### src/rtl/register_writeback_arbiter_pkg.sv
// rtl/register_writeback_arbiter_pkg.sv - shared sizes and requester ids for the writeback arbiter
package register_writeback_arbiter_pkg;
   localparam int REGISTER_COUNT = 32;
   localparam int INDEX_WIDTH    = 5;
   localparam int DATA_WIDTH     = 32;

   localparam logic REQUESTER_ALU = 1'b0;
   localparam logic REQUESTER_MEM = 1'b1;
endpackage

### src/rtl/register_writeback_arbiter_round_robin.sv
// rtl/register_writeback_arbiter_round_robin.sv - 2-way round-robin grant (bit 0 ALU, bit 1 mem)
module writeback_round_robin (
   input  logic       clock,
   input  logic       reset,
   input  logic [1:0] valid_i,
   output logic [1:0] grant_o
);
   import register_writeback_arbiter_pkg::*;

   logic last_grant_q;
   logic last_grant_d;

   // On a tie the requester that was not granted last wins.
   always_comb begin
      grant_o = valid_i;
      if (valid_i == 2'b11) begin
         grant_o = (last_grant_q == REQUESTER_MEM) ? 2'b01 : 2'b10;
      end
   end

   always_comb begin
      last_grant_d = last_grant_q;
      if (grant_o[1]) begin
         last_grant_d = REQUESTER_MEM;
      end else if (grant_o[0]) begin
         last_grant_d = REQUESTER_ALU;
      end
   end

   always_ff @(posedge clock) begin
      if (reset) begin
         last_grant_q <= REQUESTER_MEM;
      end else begin
         last_grant_q <= last_grant_d;
      end
   end
endmodule

### src/rtl/register_writeback_arbiter.sv
// rtl/register_writeback_arbiter.sv - shares the register file write port between ALU and memory writeback
module register_writeback_arbiter #(
   parameter int DATA_WIDTH  = register_writeback_arbiter_pkg::DATA_WIDTH,
   parameter int INDEX_WIDTH = register_writeback_arbiter_pkg::INDEX_WIDTH
) (
   input  logic                      clock,
   input  logic                      reset,
   input  logic                      alu_write_valid,
   input  logic [INDEX_WIDTH-1:0]    alu_write_index,
   input  logic [DATA_WIDTH-1:0]     alu_write_data,
   output logic                      alu_write_ready,
   input  logic                      mem_write_valid,
   input  logic [INDEX_WIDTH-1:0]    mem_write_index,
   input  logic [DATA_WIDTH-1:0]     mem_write_data,
   output logic                      mem_write_ready,
   input  logic                      reserve_signal,
   input  logic [INDEX_WIDTH-1:0]    reserve_index,
   input  logic [INDEX_WIDTH-1:0]    read_register_index_1,
   input  logic [INDEX_WIDTH-1:0]    read_register_index_2,
   output logic                      read_busy_1,
   output logic                      read_busy_2,
   output logic [INDEX_WIDTH-1:0]    write_register_index,
   output logic [DATA_WIDTH-1:0]     write_data,
   output logic                      write_signal,
   output logic [2**INDEX_WIDTH-1:0] pending_mask
);
   import register_writeback_arbiter_pkg::*;

   localparam int ENTRY_COUNT = 2**INDEX_WIDTH;

   logic [1:0]             grant;
   logic                   transfer;
   logic [INDEX_WIDTH-1:0] win_index;
   logic [DATA_WIDTH-1:0]  win_data;

   logic                   write_signal_q, write_signal_d;
   logic [INDEX_WIDTH-1:0] write_index_q, write_index_d;
   logic [DATA_WIDTH-1:0]  write_data_q, write_data_d;
   logic [ENTRY_COUNT-1:0] pending_q, pending_d;

   writeback_round_robin u_round_robin (
      .clock   (clock),
      .reset   (reset),
      .valid_i ({mem_write_valid, alu_write_valid}),
      .grant_o (grant)
   );

   assign alu_write_ready = grant[0] & ~reset;
   assign mem_write_ready = grant[1] & ~reset;
   assign transfer        = (grant[0] | grant[1]) & ~reset;
   assign win_index       = grant[1] ? mem_write_index : alu_write_index;
   assign win_data        = grant[1] ? mem_write_data  : alu_write_data;

   // Reserve is applied after the transfer clear so it wins on a same-index collision.
   always_comb begin
      write_signal_d = 1'b0;
      write_index_d  = write_index_q;
      write_data_d   = write_data_q;
      pending_d      = pending_q;
      if (transfer) begin
         write_signal_d       = (win_index != '0);
         write_index_d        = win_index;
         write_data_d         = win_data;
         pending_d[win_index] = 1'b0;
      end
      if (reserve_signal) begin
         pending_d[reserve_index] = 1'b1;
      end
      pending_d[0] = 1'b0;
   end

   always_ff @(posedge clock) begin
      if (reset) begin
         write_signal_q <= 1'b0;
         write_index_q  <= '0;
         write_data_q   <= '0;
         pending_q      <= '0;
      end else begin
         write_signal_q <= write_signal_d;
         write_index_q  <= write_index_d;
         write_data_q   <= write_data_d;
         pending_q      <= pending_d;
      end
   end

   assign read_busy_1 = (read_register_index_1 != '0) &
                        (pending_q[read_register_index_1] |
                         (write_signal_q & (write_index_q == read_register_index_1)));
   assign read_busy_2 = (read_register_index_2 != '0) &
                        (pending_q[read_register_index_2] |
                         (write_signal_q & (write_index_q == read_register_index_2)));

   assign write_signal         = write_signal_q;
   assign write_register_index = write_index_q;
   assign write_data           = write_data_q;
   assign pending_mask         = pending_q;
endmodule

### config.mk
export PLATFORM = sky130hd
export DESIGN_NAME = register_writeback_arbiter
export DESIGN_NICKNAME = d
export VERILOG_FILES = /design/src/rtl/register_writeback_arbiter_pkg.sv /design/src/rtl/register_writeback_arbiter_round_robin.sv /design/src/rtl/register_writeback_arbiter.sv
export SDC_FILE = /design/constraint.sdc
export NUM_CORES = 1
export LEC_CHECK = 0
export ABC_CLOCK_PERIOD_IN_PS = 1900
export CAP_MARGIN = 25
export CORE_ASPECT_RATIO = 0.75
export CORE_MARGIN = 2
export CORE_UTILIZATION = 43
export CTS_CLUSTER_DIAMETER = 120
export CTS_CLUSTER_SIZE = 8
export DETAILED_ROUTE_END_ITERATION = 16
export PLACE_DENSITY = 0.87
export SLEW_MARGIN = 0
export SYNTH_ARGS = -nofsm -noshare
export SYNTH_HDL_FRONTEND = slang
export SYNTH_SLANG_ARGS = --single-unit
### constraint.sdc
create_clock -name clock -period 1.9 [get_ports clock]
set_clock_uncertainty 0.1 [all_clocks]
set_input_delay 0.19 -clock clock [delete_from_list [all_inputs] [get_ports clock]]
set_output_delay 0.19 -clock clock [all_outputs]
set_load 0.05 [all_outputs]
# Word-level counts from Yosys, hierarchy flattened

Cells that the tools add are included.

Latch bits: 0
Bits in read-only memories: 0
Word-level logic and storage cells: 51
Memories: 0
Bits in registers: 71
RAM bits: 0

Multiply operators: 0
Mux-type cells: 14
Order comparisons: 6
Div/mod/pow operators: 0
Shift-type cells: 0
Equality and inequality tests: 3
Reduce and logical (&&, ||, !) cells: 7
Add/subtract/negate cells: 0
Bitwise operators: 15

Operator list:

| operator             | number |
|---|---|
| $mux W32             | 3 |
| $and A32 B32 Y32     | 1 |
| $not A32 Y32         | 1 |
| $or A32 B32 Y32      | 1 |
| $lt A5 B6 Y1 const B | 4 |
| $reduce_bool A5 Y1   | 3 |
| $bmux W1 S5          | 2 |
| $demux W1 S5         | 2 |
| $eq A5 B5 Y1         | 2 |
| $ge A5 B1 Y1 const B | 2 |
| $and A1 B1 Y1        | 7 |
| $mux W5              | 1 |
| $mux W1              | 4 |
| $mux W2              | 2 |
| $reduce_or A2 Y1     | 2 |
| $or A1 B1 Y1         | 3 |
| $eq A2 B2 Y1 const B | 1 |
| $logic_and A1 B1 Y1  | 2 |
| $not A1 Y1           | 2 |

# Longest topological paths before layout

Depth in word-level cells: 12
Gate-level depth with buffers: 7

# By module

A second synthesis with hierarchy kept.

Cell total of the unflattened synthesis: 451
Area total of the unflattened synthesis: 3782.4 um^2

By module, submodules not included:

| module                     | instances | area each (um^2) | cells each |
|---|---|---|---|
| register_writeback_arbiter | 1         | 3727.3           | 444 |
| writeback_round_robin      | 1         | 55.1             | 7 |

# Least setup slack after synthesis

No wires, ideal clock.

Path type: reg2out
Start: register write_index_q[0] (netlist: write_register_index[0])
End: output port read_busy_1
Arrival time: 2.450 ns
Path buffers: 0
Stages on the path, launching flop included: 6
Path slack: -0.840 ns
Path through: dfxtp_1 -> xor2_1 -> nor4_1 -> and3_1 -> a21oi_1 -> o31ai_1

Word-level cells in the longest chain between the ends: 4

RTL lines:

| element                  | line                             | source |
|---|---|---|
| start: declaration       | register_writeback_arbiter.sv:37 | `logic [INDEX_WIDTH-1:0] write_index_q, write_index_d;` |
| start signal: assignment | register_writeback_arbiter.sv:80 | `write_index_q <= write_index_d;` |
| $eq A5 B5 Y1             | register_writeback_arbiter.sv:88 | `(write_signal_q & (write_index_q == read_register_index_1)));` |
| $and A1 B1 Y1            | register_writeback_arbiter.sv:88 |  |
| $or A1 B1 Y1             | register_writeback_arbiter.sv:87 | `(pending_q[read_register_index_1] \|` |
| $and A1 B1 Y1            | register_writeback_arbiter.sv:86 | `assign read_busy_1 = (read_register_index_1 != '0) &` |
| end: declaration         | register_writeback_arbiter.sv:20 | `output logic read_busy_1,` |

Every way passes these cells.

# Final worst setup path

Start: input port read_register_index_2[0]
End: output port read_busy_2

Word-level cells in the longest chain between the ends: 4
Elaborated cells on any way between the ends: 7

RTL lines:

| element                                                               | line                                                               | source |
|---|---|---|
| start: declaration                                                    | register_writeback_arbiter.sv:19                                   | `input logic [INDEX_WIDTH-1:0] read_register_index_2,` |
| $bmux W1 S5 / $eq A5 B5 Y1 (equally long branches)                    | register_writeback_arbiter.sv:90, register_writeback_arbiter.sv:91 |  |
| $mux W1 (not written as such) / $and A1 B1 Y1 (equally long branches) | register_writeback_arbiter.sv:90, register_writeback_arbiter.sv:91 |  |
| $or A1 B1 Y1                                                          | register_writeback_arbiter.sv:90                                   | `(pending_q[read_register_index_2] \|` |
| $and A1 B1 Y1 *                                                       | register_writeback_arbiter.sv:89                                   | `assign read_busy_2 = (read_register_index_2 != '0) &` |
| end: declaration                                                      | register_writeback_arbiter.sv:21                                   | `output logic read_busy_2,` |

Mark *: on every way between the ends. The rest lies on a longest branch, timed or not. The select of a mux whose other input is x is not followed.

==> results.py <==
metrics = {
    "run_status": {
        "status": "finished with violations",
        "violations": "setup timing",
    },
    "logic_synthesis": {
        "ys_ff_latch": 70,
        "syn_area_um2": 3860,
        "synth-seq-area-share_pct": 36.3,
        "syn_inst": 426,
        "netlist.area_leader.share_pct": 36.3,
        "syn_nets": 520,
        "syn_area_per_cell_um2": 9.07,
        "synth_top_cell_by_area": "dfxtp_1",
        "ys_types": 40,
        "synth.yosys.warnings": 0,
        "yosys-top-cells-area": "dfxtp_1 (36%), mux2i_1 (12%), a211oi_1 (7.2%)",
    },
    "floorplan": {
        "fp.dieArea_um2": 9770,
        "num_rows": 29,
        "die_h_um": 86.1,
        "core-area_um2": 8600,
        "io_pins": 168,
        "start_util_pct": 44.9,
        "fp.dieW_um": 113,
    },
    "clock_network": {
        "numCtsBuffers": 9,
        "clockBufferDepth": 2,
        "cts_tree": "yes",
        "clock_sinks": 70,
        "cts_root_buf": "clkbuf_16",
        "clk_latency_ns": 0.33,
        "cts_max_level": 3,
        "clk_pin_slew_worst_paths_ns": 0.06,
    },
    "grt": {
        "gr-usage-all-layers_pct": 30.0,
        "overflow": 0,
        "grt_pass1_wl_um": 22600,
        "grt_max_degree": 53,
        "grt_pass1_vias": 4237,
        "antenna_found_initial": 0,
    },
    "detailed_routing": {
        "post-route-drc-count": 0,
        "dr_total_vias": 4254,
        "ant_nets": 0,
        "viasPerCell": 5.67,
        "detail_route.first_pass.iterations": 5,
        "wire_per_inst_um": 19.6,
        "drt_wl_total_um": 14700,
        "drt_iter0_drc": 428,
    },
    "timing": {
        "final.setup.tns_ns": -0.545,
        "fin_crit_ns": 2.20,
        "report.final.setup_viol": 2,
        "hold_violations": 0,
        "max_slew.worst_pin.slew_ns": 0.529,
        "relSlewSlack_pct": 64.6,
        "fmax_mhz": 454,
        "setup_slack_ns": -0.302,
        "grt_setup_unrepaired": "yes",
        "fin_crit_sh_pct": 116,
        "final_max_slew_viol_count": 0,
    },
    "setup_path": {
        "crit_arrival_ns": 1.91,
        "crit_path_max_fanout": 7,
        "regToRegSetupSlack_ns": 0.11,
        "required_ns": 1.61,
        "worst-setup-path-type": "primary input to primary output",
        "end_kind": "primary output",
        "cp-start-kind": "primary input",
    },
    "pwr": {
        "p_total_mw": 4.83,
        "power_density_nw_per_um2": 744,
        "peakVddDrop_uv": 447,
        "p_leak_nw": 2.67,
    },
    "finish": {
        "area_growth_pct": 68.1,
        "multiInputGateArea_um2": 2360,
        "insertedDiodeCount": 0,
        "nets": 731,
        "fillCellCount": 591,
        "regArea_um2": 1450,
        "drive_above_1_share_pct": 24.9,
    },
    "place": {
        "gp_congestion": 0.968,
        "port_buffers": 166,
        "place_hpwl_um": 10700,
    },
    "hold_path": {
        "hp-class": "primary input to register",
    },
    "flow_run": {
        "cap_violations": 0,
    },
}
[kinds of logic (layout without fill, tap and decap cells)]
family,after synthesis,in the layout,synth area share [%]
simple gates,134,134,16.2
compound gates,116,116,18.6
xor+xnor,10,10,2.27
buf+inv,31,247,4.89
flops,70,70,36.3
other cells,1,1,0.0970
mux,64,64,21.7
[placed cells by master, fill, tap and decap left out, drive strengths merged, types with 5 or more instances in the layout]
| cell | count |
|---|---|
| nor2 | 49 |
| xor2 | 6 |
| o21ai | 37 |
| dlygate4sd2 | 16 |
| and3 | 5 |
| nand2b | 6 |
| a21oi | 35 |
| nand2 | 47 |
| mux4 | 14 |
| buf | 76 |
| clkbuf | 9 |
| a211oi | 37 |
| nor3b | 10 |
| dfxtp | 70 |
| mux2i | 48 |
| dlymetal6s2s | 7 |
| clkdlybuf4s50 | 132 |
| nor3 | 5 |
[cells in the mapped netlist]
cell type	instances
or4_1	1
nor2_1	49
and3b_1	3
buf_2	4
nand3_1	1
buf_4	4
mux2_2	2
and3b_2	1
a21oi_1	35
mux4_1	5
o22ai_1	1
nor4_1	3
nor3_1	4
nor3_2	1
nand2b_1	6
xnor2_1	4
conb_1	1
a211oi_1	37
dfxtp_1	70
a311oi_1	1
a21bo_1	1
o21a_1	1
nor2b_1	1
and3_1	5
o21ai_0	33
a21boi_4	1
clkbuf_1	14
mux4_2	9
mux2i_1	48
nor3b_1	9
o21ai_2	4
nand4_1	1
nor3b_2	1
o31ai_1	1
a211o_1	1
xor2_1	6
or2_1	1
buf_6	7
buf_1	2
nand2_1	47
[power by group]
part / internal [mW] / switching, mW
clock: 1.30 / 0.688
sequential: 1.55 / 0.0655
combinational: 0.546 / 0.679
[layout make-up]
cell class | count | share of cell area [%]
clock buffer | 9 | 3.47
clock inverter | 7 | 1.96
multi-input combinational | 325 | 36.4
sequential | 70 | 22.3
tap | 108 | 2.08
timing repair buffer | 231 | 33.8
[final timing paths]
path / startpoint / endpoint / cells past startpoint
worst min register to register: pending_mask[14]$_SDFF_PP0_ / pending_mask[14]$_SDFF_PP0_ / 2
worst max-delay path: read_register_index_2[0] / read_busy_2 / 9
worst min-delay path: reset / u_round_robin.last_grant_q$_SDFFE_PP1P_ / 2
worst max register to register: u_round_robin.last_grant_q$_SDFFE_PP1P_ / pending_mask[13]$_SDFF_PP0_ / 6
[flip-flops by register name, summed over array words and instances (netlist names)]
register and cells:
write_data 32, write_register_index 5, u_round_robin.last_grant_q 1, write_signal 1, pending_mask 31
[metrics by stage]
stage          std cells  setup slack [ns]  instance area [um^2]  hold slack (ns)  util [%]
3_5_place_dp         722            -0.596                  5950            0.381      69.2
4_1_cts              740            -0.314                  6400           0.0800      74.4
5_1_grt              750            -0.348                  6500           0.0938      75.6
2_1_floorplan        426           -0.0341                  3940            0.227         -
3_3_place_gp         722            -0.553                  5950            0.382      69.2
6_report             750            -0.302                  6500           0.0894      75.6
[worst max-delay path, cell delays in order]
cell and delay, ns:
dlygate4sd2_1 0.25, buf_6 0.14, buf_6 0.13, mux2i_1 0.14
mux4_2 0.52, nor3_4 0.17, a21oi_4 0.06, a21oi_4 0.14
buf_6 0.17
[metal layers]
layer	vias up	GRT usage (%)	part of all wire, %
li1	1987	-	-
met1	2023	38.2	42
met2	209	49.0	47
met3	35	9.47	9.1
met4	0	9.31	2.5
met5	-	0	0
[what timing repair did]
item | CTS | global route
pin swaps | 12 | 5
gates resized for setup | 47 | 9
hold buffers | 0 | 0
setup buffers | 2 | 10
endpoints found under the setup margin | 13 | 10
Power figures use the tool's default switching activity.
